[src/rtl/boot_rom_obi_adapter.sv]
// boot_rom_obi_adapter: OBI slave front-end for the boot/debug ROM with an in-order response FIFO.
// Optional macro BOOT_ROM_ADAPTER_WR_ERR_EN: when defined, every accepted write responds err=1;
// otherwise writes that hit the ROM window are absorbed silently (err=0).
module boot_rom_obi_adapter #(
  parameter logic [31:0] BaseAddr  = 32'h1A00_0000,
  parameter int unsigned RomWords  = 2,
  parameter int unsigned RespDepth = 3
) (
  input  logic        clk_i,
  input  logic        rst_ni,
  input  logic        obi_req_i,
  output logic        obi_gnt_o,
  input  logic [31:0] obi_addr_i,
  input  logic        obi_we_i,
  input  logic [3:0]  obi_be_i,
  input  logic [31:0] obi_wdata_i,
  output logic        obi_rvalid_o,
  input  logic        obi_rready_i,
  output logic [31:0] obi_rdata_o,
  output logic        obi_err_o,
  output logic        rom_req_o,
  output logic [31:0] rom_addr_o,
  input  logic [31:0] rom_rdata_i
);
  localparam int unsigned PW = $clog2(RespDepth);
  localparam int unsigned CW = $clog2(RespDepth + 1);
  localparam logic [32:0] EndAddr = {1'b0, BaseAddr} + 33'(4 * RomWords);
`ifdef BOOT_ROM_ADAPTER_WR_ERR_EN
  localparam logic WrErr = 1'b1;
`else
  localparam logic WrErr = 1'b0;
`endif
  logic          r_rdy, r_ifl_vld, r_ifl_err, r_ifl_rom;
  logic [PW-1:0] r_wptr, r_rptr;
  logic [CW-1:0] r_cnt;
  logic [31:0]   r_rom_addr;
  logic [31:0]   r_data [RespDepth];
  logic          r_err  [RespDepth];
  logic [31:0]   w_addr;
  logic [CW-1:0] w_occ;
  logic          w_hit, w_acc, w_rd_hit, w_push, w_pop, w_rvalid, w_unused;

  function automatic logic [PW-1:0] nxt(input logic [PW-1:0] p);
    return (p == PW'(RespDepth - 1)) ? '0 : p + 1'b1;
  endfunction

  // Write payload is intentionally dropped; the ROM is read-only.
  assign w_unused     = ^{obi_wdata_i, obi_be_i};
  assign w_addr       = {obi_addr_i[31:2], 2'b00};
  assign w_hit        = (w_addr >= BaseAddr) && ({1'b0, w_addr} < EndAddr);
  assign w_occ        = r_cnt + CW'(r_ifl_vld);
  // Grant depends on registered state only; r_rdy delays the first grant past reset release.
  assign obi_gnt_o    = r_rdy && (w_occ < CW'(RespDepth));
  assign w_acc        = obi_req_i && obi_gnt_o;
  assign w_rd_hit     = w_acc && w_hit && !obi_we_i;
  assign rom_req_o    = w_rd_hit;
  assign rom_addr_o   = w_rd_hit ? obi_addr_i - BaseAddr : r_rom_addr;
  assign w_push       = r_ifl_vld;
  assign w_rvalid     = r_cnt != '0;
  assign w_pop        = w_rvalid && obi_rready_i;
  assign obi_rvalid_o = w_rvalid;
  assign obi_rdata_o  = w_rvalid ? r_data[r_rptr] : '0;
  assign obi_err_o    = w_rvalid && r_err[r_rptr];

  // Control state: in-flight stage, FIFO pointers/count and held ROM address.
  always_ff @(posedge clk_i or negedge rst_ni) begin
    if (!rst_ni) begin
      r_rdy      <= 1'b0;
      r_ifl_vld  <= 1'b0;
      r_ifl_err  <= 1'b0;
      r_ifl_rom  <= 1'b0;
      r_wptr     <= '0;
      r_rptr     <= '0;
      r_cnt      <= '0;
      r_rom_addr <= '0;
    end else begin
      r_rdy     <= 1'b1;
      r_ifl_vld <= w_acc;
      r_ifl_err <= !w_hit || (obi_we_i && WrErr);
      r_ifl_rom <= w_rd_hit;
      if (w_rd_hit) r_rom_addr <= rom_addr_o;
      if (w_push) r_wptr <= nxt(r_wptr);
      if (w_pop) r_rptr <= nxt(r_rptr);
      r_cnt <= r_cnt + CW'(w_push) - CW'(w_pop);
    end
  end

  // Response storage; contents are only observed while the count says they are valid.
  always_ff @(posedge clk_i) begin
    if (w_push) begin
      r_data[r_wptr] <= r_ifl_rom ? rom_rdata_i : '0;
      r_err[r_wptr]  <= r_ifl_err;
    end
  end
endmodule

[config.mk]
export PLATFORM = sky130hd
export DESIGN_NAME = boot_rom_obi_adapter
export DESIGN_NICKNAME = d
export VERILOG_FILES = /design/src/rtl/boot_rom_obi_adapter.sv
export SDC_FILE = /design/constraint.sdc
export NUM_CORES = 1
export LEC_CHECK = 0
export CAP_MARGIN = 5
export CORE_ASPECT_RATIO = 0.75
export CORE_MARGIN = 10
export CORE_UTILIZATION = 48
export DETAILED_ROUTE_END_ITERATION = 10
export HOLD_SLACK_MARGIN = 0.12
export PLACE_DENSITY = 0.8
export SYNTH_ARGS = -nofsm -noshare
export SYNTH_HDL_FRONTEND = slang
export SYNTH_SLANG_ARGS = --single-unit
[constraint.sdc]
create_clock -name clk_i -period 3.97 [get_ports clk_i]
set_input_delay 1.191 -clock clk_i [delete_from_list [all_inputs] [get_ports clk_i]]
set_output_delay 1.191 -clock clk_i [all_outputs]
set_load 0.005 [all_outputs]
## Word-level counts from Yosys, hierarchy flattened

Memory sizes are Yosys's and may differ from the RTL's.
Index checks and enable logic that the tools add are counted.

| word-level totals | value |
|---|---|
| register bits after elaboration | 42 |
| memory bits (writable) | 99 |
| output and inout port bits | 68 |
| word-level logic and storage cells | 37 |
| memories | 2 |

Memory list:

| name | depth | width | rd ports | clocked after memory_dff | wr ports | RTL line | text |
|---|---|---|---|---|---|---|---|
| r_data | 3 | 32 | 1 | 0 | 1 | 37 | `logic [31:0] r_data [RespDepth];` |
| r_err | 3 | 1 | 1 | 0 | 1 | 38 | `logic r_err [RespDepth];` |

| cells by class | value |
|---|---|
| $add $sub $neg | 5 |
| magnitude comparators | 3 |
| equal/unequal tests | 2 |
| muxes and demuxes | 7 |
| reduce and logical (&&, ||, !) cells | 10 |

Operators by type and width:

| operator | number |
|---|---|
| $mux W32 | 3 |
| $ge A32 B29 Y1 const B | 1 |
| $lt A32 B29 Y1 const B | 1 |
| $sub A32 B29 Y32 const B | 1 |
| $logic_and A1 B1 Y1 | 7 |
| $add A2 B1 Y2 const B | 2 |
| $eq A2 B2 Y1 const B | 2 |
| $mux W2 | 2 |
| $add A2 B1 Y2 | 1 |
| $logic_not A1 Y1 | 2 |
| $lt A2 B2 Y1 const B | 1 |
| $mux W1 | 2 |
| $reduce_bool A2 Y1 | 1 |
| $sub A2 B1 Y2 | 1 |

## Logic depth before layout (Yosys ltp)

| logic depth | value |
|---|---|
| depth after elaboration | 7 |
| mapped depth | 7 |
| gate-level depth less buffers | 5 |

## Worst setup path before layout

Ideal clock, no wire load.

| path | value |
|---|---|
| path kind | input to output |
| from | in obi_addr_i[9] |
| to | out rom_addr_o[0] |
| arrival | 2.282 ns |
| setup slack | 0.497 ns |
| stages on the path | 5 |
| buffers on the path | 1 |
| cells stage by stage | nor4_1 nand2_1 nand4b_1 buf_6 mux2_4 |

| on the way | value |
|---|---|
| longest elaborated chain between the ends | 5 |
| elaborated cells on any way between the ends | 6 |
| classes of those cells | order compare (2); mux (1); reduce/logical (3) |

Ends and longest elaborated chain:

| what | RTL line | text |
|---|---|---|
| from (decl) | 13 | `input logic [31:0] obi_addr_i,` |
| $ge A32 B29 Y1 / $lt A32 B29 Y1 (equally long branches) | 50 | `assign w_hit = (w_addr >= BaseAddr) && ({1'b0, w_addr} < EndAddr);` |
| $logic_and A1 B1 Y1 (*) | 50 |  |
| $logic_and A1 B1 Y1 (*) (2 in series) | 55 | `assign w_rd_hit = w_acc && w_hit && !obi_we_i;` |
| $mux W32 (*) | 57 | `assign rom_addr_o = w_rd_hit ? obi_addr_i - BaseAddr : r_rom_addr;` |
| to (decl) | 22 | `output logic [31:0] rom_addr_o,` |

Mark *: on every way between the ends. The rest lies on a longest branch, timed or not.

## Worst setup path after layout

| path | value |
|---|---|
| from | in obi_addr_i[4] |
| to | out rom_addr_o[27] |

| on the way | value |
|---|---|
| longest elaborated chain between the ends | 5 |
| elaborated cells on any way between the ends | 7 |
| classes of those cells | add/sub (1); order compare (2); mux (1); reduce/logical (3) |

Ends and longest elaborated chain:

| what | RTL line |
|---|---|
| $ge A32 B29 Y1 / $lt A32 B29 Y1 (equally long branches) | 50 |
| $logic_and A1 B1 Y1 | 50 |
| $logic_and A1 B1 Y1 (2 in series) | 55 |
| $mux W32 (*) | 57 |

Marked as above.

==> summary by stage <==
Run status
The flow ran to the end, and the final reports show no timing, DRC or antenna violations.

Route
In the routed layout, each cell is associated on average with a via count of 4.95. The routed layout has 3909 vias. After detailed routing, the average wire length per cell comes to 17.5 µm.

For this block, the initial DRC count from the detailed router was 181. The first TritonRoute pass finished after 4 iterations. The remaining routing DRC violations is 0. The number of nets with antenna violations after detailed routing is 0.

For this block, the routed nets add up to 13800 µm of wire.

Floorplan
The floorplan step defined a die boundary enclosing 17300 µm². The die is 149 µm wide. In this run the standard cell core region covers 12200 µm².

The floorplan has 35 rows. 173 I/O pins were placed. Once the floorplan was initialized, standard cells occupied 48.7% of the core.

From bottom edge to top edge, the die measures 116 µm.

Worst setup path
The startpoint identified for the worst register-to-register timing path is r_ifl_vld. The required arrival time at the worst endpoint is 2780 ps. Counting buffers and inverters, the worst setup path is 8 cells deep. In this design, the stage delay of the slowest critical-path cell is 300 ps. The most critical setup path has its startpoint at obi_addr_i[4]. The critical path class is in -> out.

The kind of start point of the critical path is a primary input. The endpoint of the worst register-to-register path is r_rom_addr[27]. The highest fanout seen on the critical path is 6. The endpoint of the most critical setup path is rom_addr_o[27].

At the worst endpoint, the arrival time is 2750 ps. Counting both buffers and inverters, the worst setup path holds a total of 4. On the critical path, the stage with the largest delay is an instance of sky130_fd_sc_hd__mux2_4. The cell that appears most often on the critical path is sky130_fd_sc_hd__buf_6. Broken down by cell family, the worst path's largest delay share belongs to simple AND/OR/NAND/NOR gates.

The signal on the critical path passes through clkdlybuf4s15_1 -> nor4_2 -> and4_1 -> nand4b_1 -> buf_6 -> buf_6 -> mux2_4 -> buf_6. The setup slack on the worst flop-to-flop path is 1810 ps. The worst setup path is captured at a primary output. The path depth of the worst reg2reg path is 9.

Min path
The worst hold path belongs to the class reg -> reg.

Clocking
Clock tree synthesis inserted a total of 17 buffers. The clock slew seen by the registers of the worst setup and hold paths is 60 ps. The total of hold buffers inserted after clock tree synthesis is 0. Counting every sink on the clock net gives 141.

The clock tree root driver cell is sky130_fd_sc_hd__clkbuf_16. TritonCTS built the clock tree. The buffer depth of the longest clock path is 2.

The worst-skew pair later-pin latency is 410 ps. The H-tree was split into 4 levels.

Pwr
The static leakage is 3.59 nW. The internal power summed over all cells is 3.40 mW. In this run the power density over the cells is 568 nW/µm².

The proportion of power drawn by flip-flops and latches is 37.9%. Summed over all nets, the switching power comes to 1.32 mW. The highest ir drop seen on vdd is 0.000460 V. Net switching is 28.0% of the power. The fraction of power consumed by the clock network is 33.2%. The portion of total power attributed to combinational logic is 28.9%.

Finish
The post-route cell area is 8320 µm². The layout net count is 718. The number of fill cells is 848.

The number of non-filler instances in the completed layout is 789. The share of final-layout standard cells stronger than drive strength 1 is 18.3%. The count of antenna diodes in the layout is 0. The library cell used most frequently in the layout, excluding fill and tap cells, is sky130_fd_sc_hd__edfxtp_1.

The library cells used most frequently in the layout, excluding fill and tap cells, are 99 x sky130_fd_sc_hd__edfxtp_1, 82 x sky130_fd_sc_hd__and2_1, 72 x sky130_fd_sc_hd__clkdlybuf4s50_1. The layout-stage area growth over the synthesis result is 39.9%.

Placed design
After detailed placement, the design holds a cell count of 742. The routability-driven placement congestion ratio is 0.770. The final HPWL from detailed placement is 8900 µm. Summing all placed instances gives a cell area of 7580 µm². In this run the tool buffered the top-level ports with 136 buffer cells.

Synthesis
The warning count from the yosys run is 0. The count of cell types in the netlist is 28. The cell area after synthesis is 5950 µm². In this run the mean area of a mapped cell was 13.4 µm².

After technology mapping, the gate count stands at 444. The number of nets in the synthesized netlist is 552. For this run, the register share of the synthesized area comes to 67.7%. The synthesized design contains 141 register bits.

Timing
The hold violation count in the final report is 0. The clock skew after layout is 8.56 ps. The worst relative slew slack is 20.0%.

Setup repair after global routing left no endpoint under its margin. The actual slew at the worst max-slew pin is 1200 ps. The highest clock rate is 254 MHz.

In the finished design, the share of the clock period the worst path needs comes to 99.3%. Setup violations remaining at the end of the flow were counted as 0. Hold timing on the final database bottoms out at a slack of 467 ps.

Counting I/O delays and the setup requirement, the final critical path takes 3940 ps. The number of pins exceeding their max-slew limit in the final report was 0.

Global routing
The global-route wire length before repair is 21600 µm. Global routing finished with a remaining overflow of 0. The initial antenna violation count came to 1.

The highest-utilization routing layer at the global route stage is met2. Global routing used 17.7% of the available met1 tracks. Global routing used 27.4% of the available met2 tracks. The number of global-route vias before repair is 4190. Global routing consumed, on the met3 layer, 6.70% of the routing resources. Entering global routing, the biggest net connects 43 pins. The global router's overall resource usage is 16.1%.

Run
The max capacitance violation total is 0.
[flip-flops by register name (all words and copies together) (netlist names)]
signal and flops:
r_rptr 2, r_ifl_err 1, r_wptr 2, r_cnt 2
r_rom_addr 32, r_data 96, r_rdy 1, r_ifl_vld 1
r_err 3, r_ifl_rom 1
[worst min path at each step]
stage | startpoint | endpoint | cells after the start
after floorplan | r_ifl_err | r_err[0] | 0
after global placement | r_ifl_err | r_err[1] | 0
after detailed placement | r_ifl_err | r_err[2] | 0
after CTS | r_ifl_err | r_err[1] | 0
after global routing | r_ifl_err | r_err[1] | 0
final | r_ifl_err | r_err[1] | 0
[routing by layer]
| layer | part of all wire (%) | routed length, µm |
|---|---|---|
| met5 | 0.058 | 8 |
| met4 | 0.94 | 130 |
| met3 | 8.3 | 1150 |
| met2 | 51 | 7050 |
| met1 | 40 | 5500 |
[power groups by stage]
stage | Combinational [mW] | Clock [mW] | Sequential (mW)
floorplan | 0.681 | 0 | 1.78
global placement | 1.35 | 0 | 1.81
detailed placement | 1.38 | 0 | 1.82
CTS | 1.38 | 1.60 | 1.79
global route | 1.50 | 1.67 | 1.81
finish | 1.36 | 1.57 | 1.79
[per-stage QoR]
stage | setup TNS (ps) | power (mW) | utilization, % | setup WS (ps)
floorplan | 0 | 2.46 | - | 497
detailed placement | -18250 | 3.20 | 62.0 | -631
global placement | -14740 | 3.16 | 62.0 | -512
CTS | 0 | 4.77 | 67.9 | 3.77
global route | 0 | 4.97 | 68.1 | 1.03
finish | 0 | 4.73 | 68.1 | 28.1
[cell usage after synthesis]
library cell,n,area (µm²)
sky130_fd_sc_hd__edfxtp_1,99,2970
sky130_fd_sc_hd__and2_1,82,513
sky130_fd_sc_hd__nor2_1,70,263
sky130_fd_sc_hd__dfrtp_1,42,1050
sky130_fd_sc_hd__mux2i_1,35,350
sky130_fd_sc_hd__a21oi_1,34,170
sky130_fd_sc_hd__clkbuf_1,13,48.8
sky130_fd_sc_hd__mux2_4,12,180
sky130_fd_sc_hd__inv_1,9,33.8
sky130_fd_sc_hd__buf_6,7,78.8
sky130_fd_sc_hd__nand2_1,6,22.5
sky130_fd_sc_hd__nor4_1,5,31.3
sky130_fd_sc_hd__buf_2,4,20.0
sky130_fd_sc_hd__a21o_1,3,22.5
sky130_fd_sc_hd__ha_1,3,37.5
sky130_fd_sc_hd__o21ai_0,3,15.0
sky130_fd_sc_hd__xnor2_1,3,26.3
sky130_fd_sc_hd__nor3_1,2,10.0
sky130_fd_sc_hd__nor3b_1,2,15.0
sky130_fd_sc_hd__xor2_1,2,17.5
sky130_fd_sc_hd__a211oi_2,1,12.5
sky130_fd_sc_hd__a21boi_0,1,7.51
sky130_fd_sc_hd__and4_1,1,8.76
sky130_fd_sc_hd__buf_1,1,3.75
sky130_fd_sc_hd__conb_1,1,3.75
sky130_fd_sc_hd__nand4_1,1,6.26
sky130_fd_sc_hd__nand4b_1,1,8.76
sky130_fd_sc_hd__nor4b_2,1,15.0
[area by class of cell]
class / count / area [µm²] / share of cell area [%]
sequential: 141 / 4030 / 48.4
multi-input combinational: 269 / 1820 / 21.8
timing repair buffer: 172 / 1640 / 19.7
clock buffer: 17 / 425 / 5.11
tap: 166 / 208 / 2.50
clock inverter: 15 / 171 / 2.06
inverter: 9 / 33.8 / 0.406
[repair_timing]
action / in CTS / in global routing
cloned: 3 / 0
pin swaps: 13 / 10
endpoints found under the hold margin: 0 / 0
setup endpoints to repair: 33 / 33
setup buffers: 11 / 1
gates resized for setup: 139 / 18
[worst reg2reg max path, delay by kind of cell (launching register included)]
family                     cells  cell delay [ps]
muxes                          1              280
AOI/OAI and AO/OA              1              260
xor gates and xnor gates       1              190
buffers and inverters          4              560
adders and majority gates      1              220
DFF                            1              400
and+or+nand+nor                1              130
[cell families after synthesis]
kind of cell	count (synthesis)	synth area share, %
and+or+nand+nor	171	15.0
AOI/OAI and AO/OA	42	3.83
other	1	0.0631
buffers and inverters	34	3.11
adders and majority gates	3	0.631
muxes	47	8.92
DFF	141	67.7
xor gates and xnor gates	5	0.737
(Power assumes the default switching activity.)
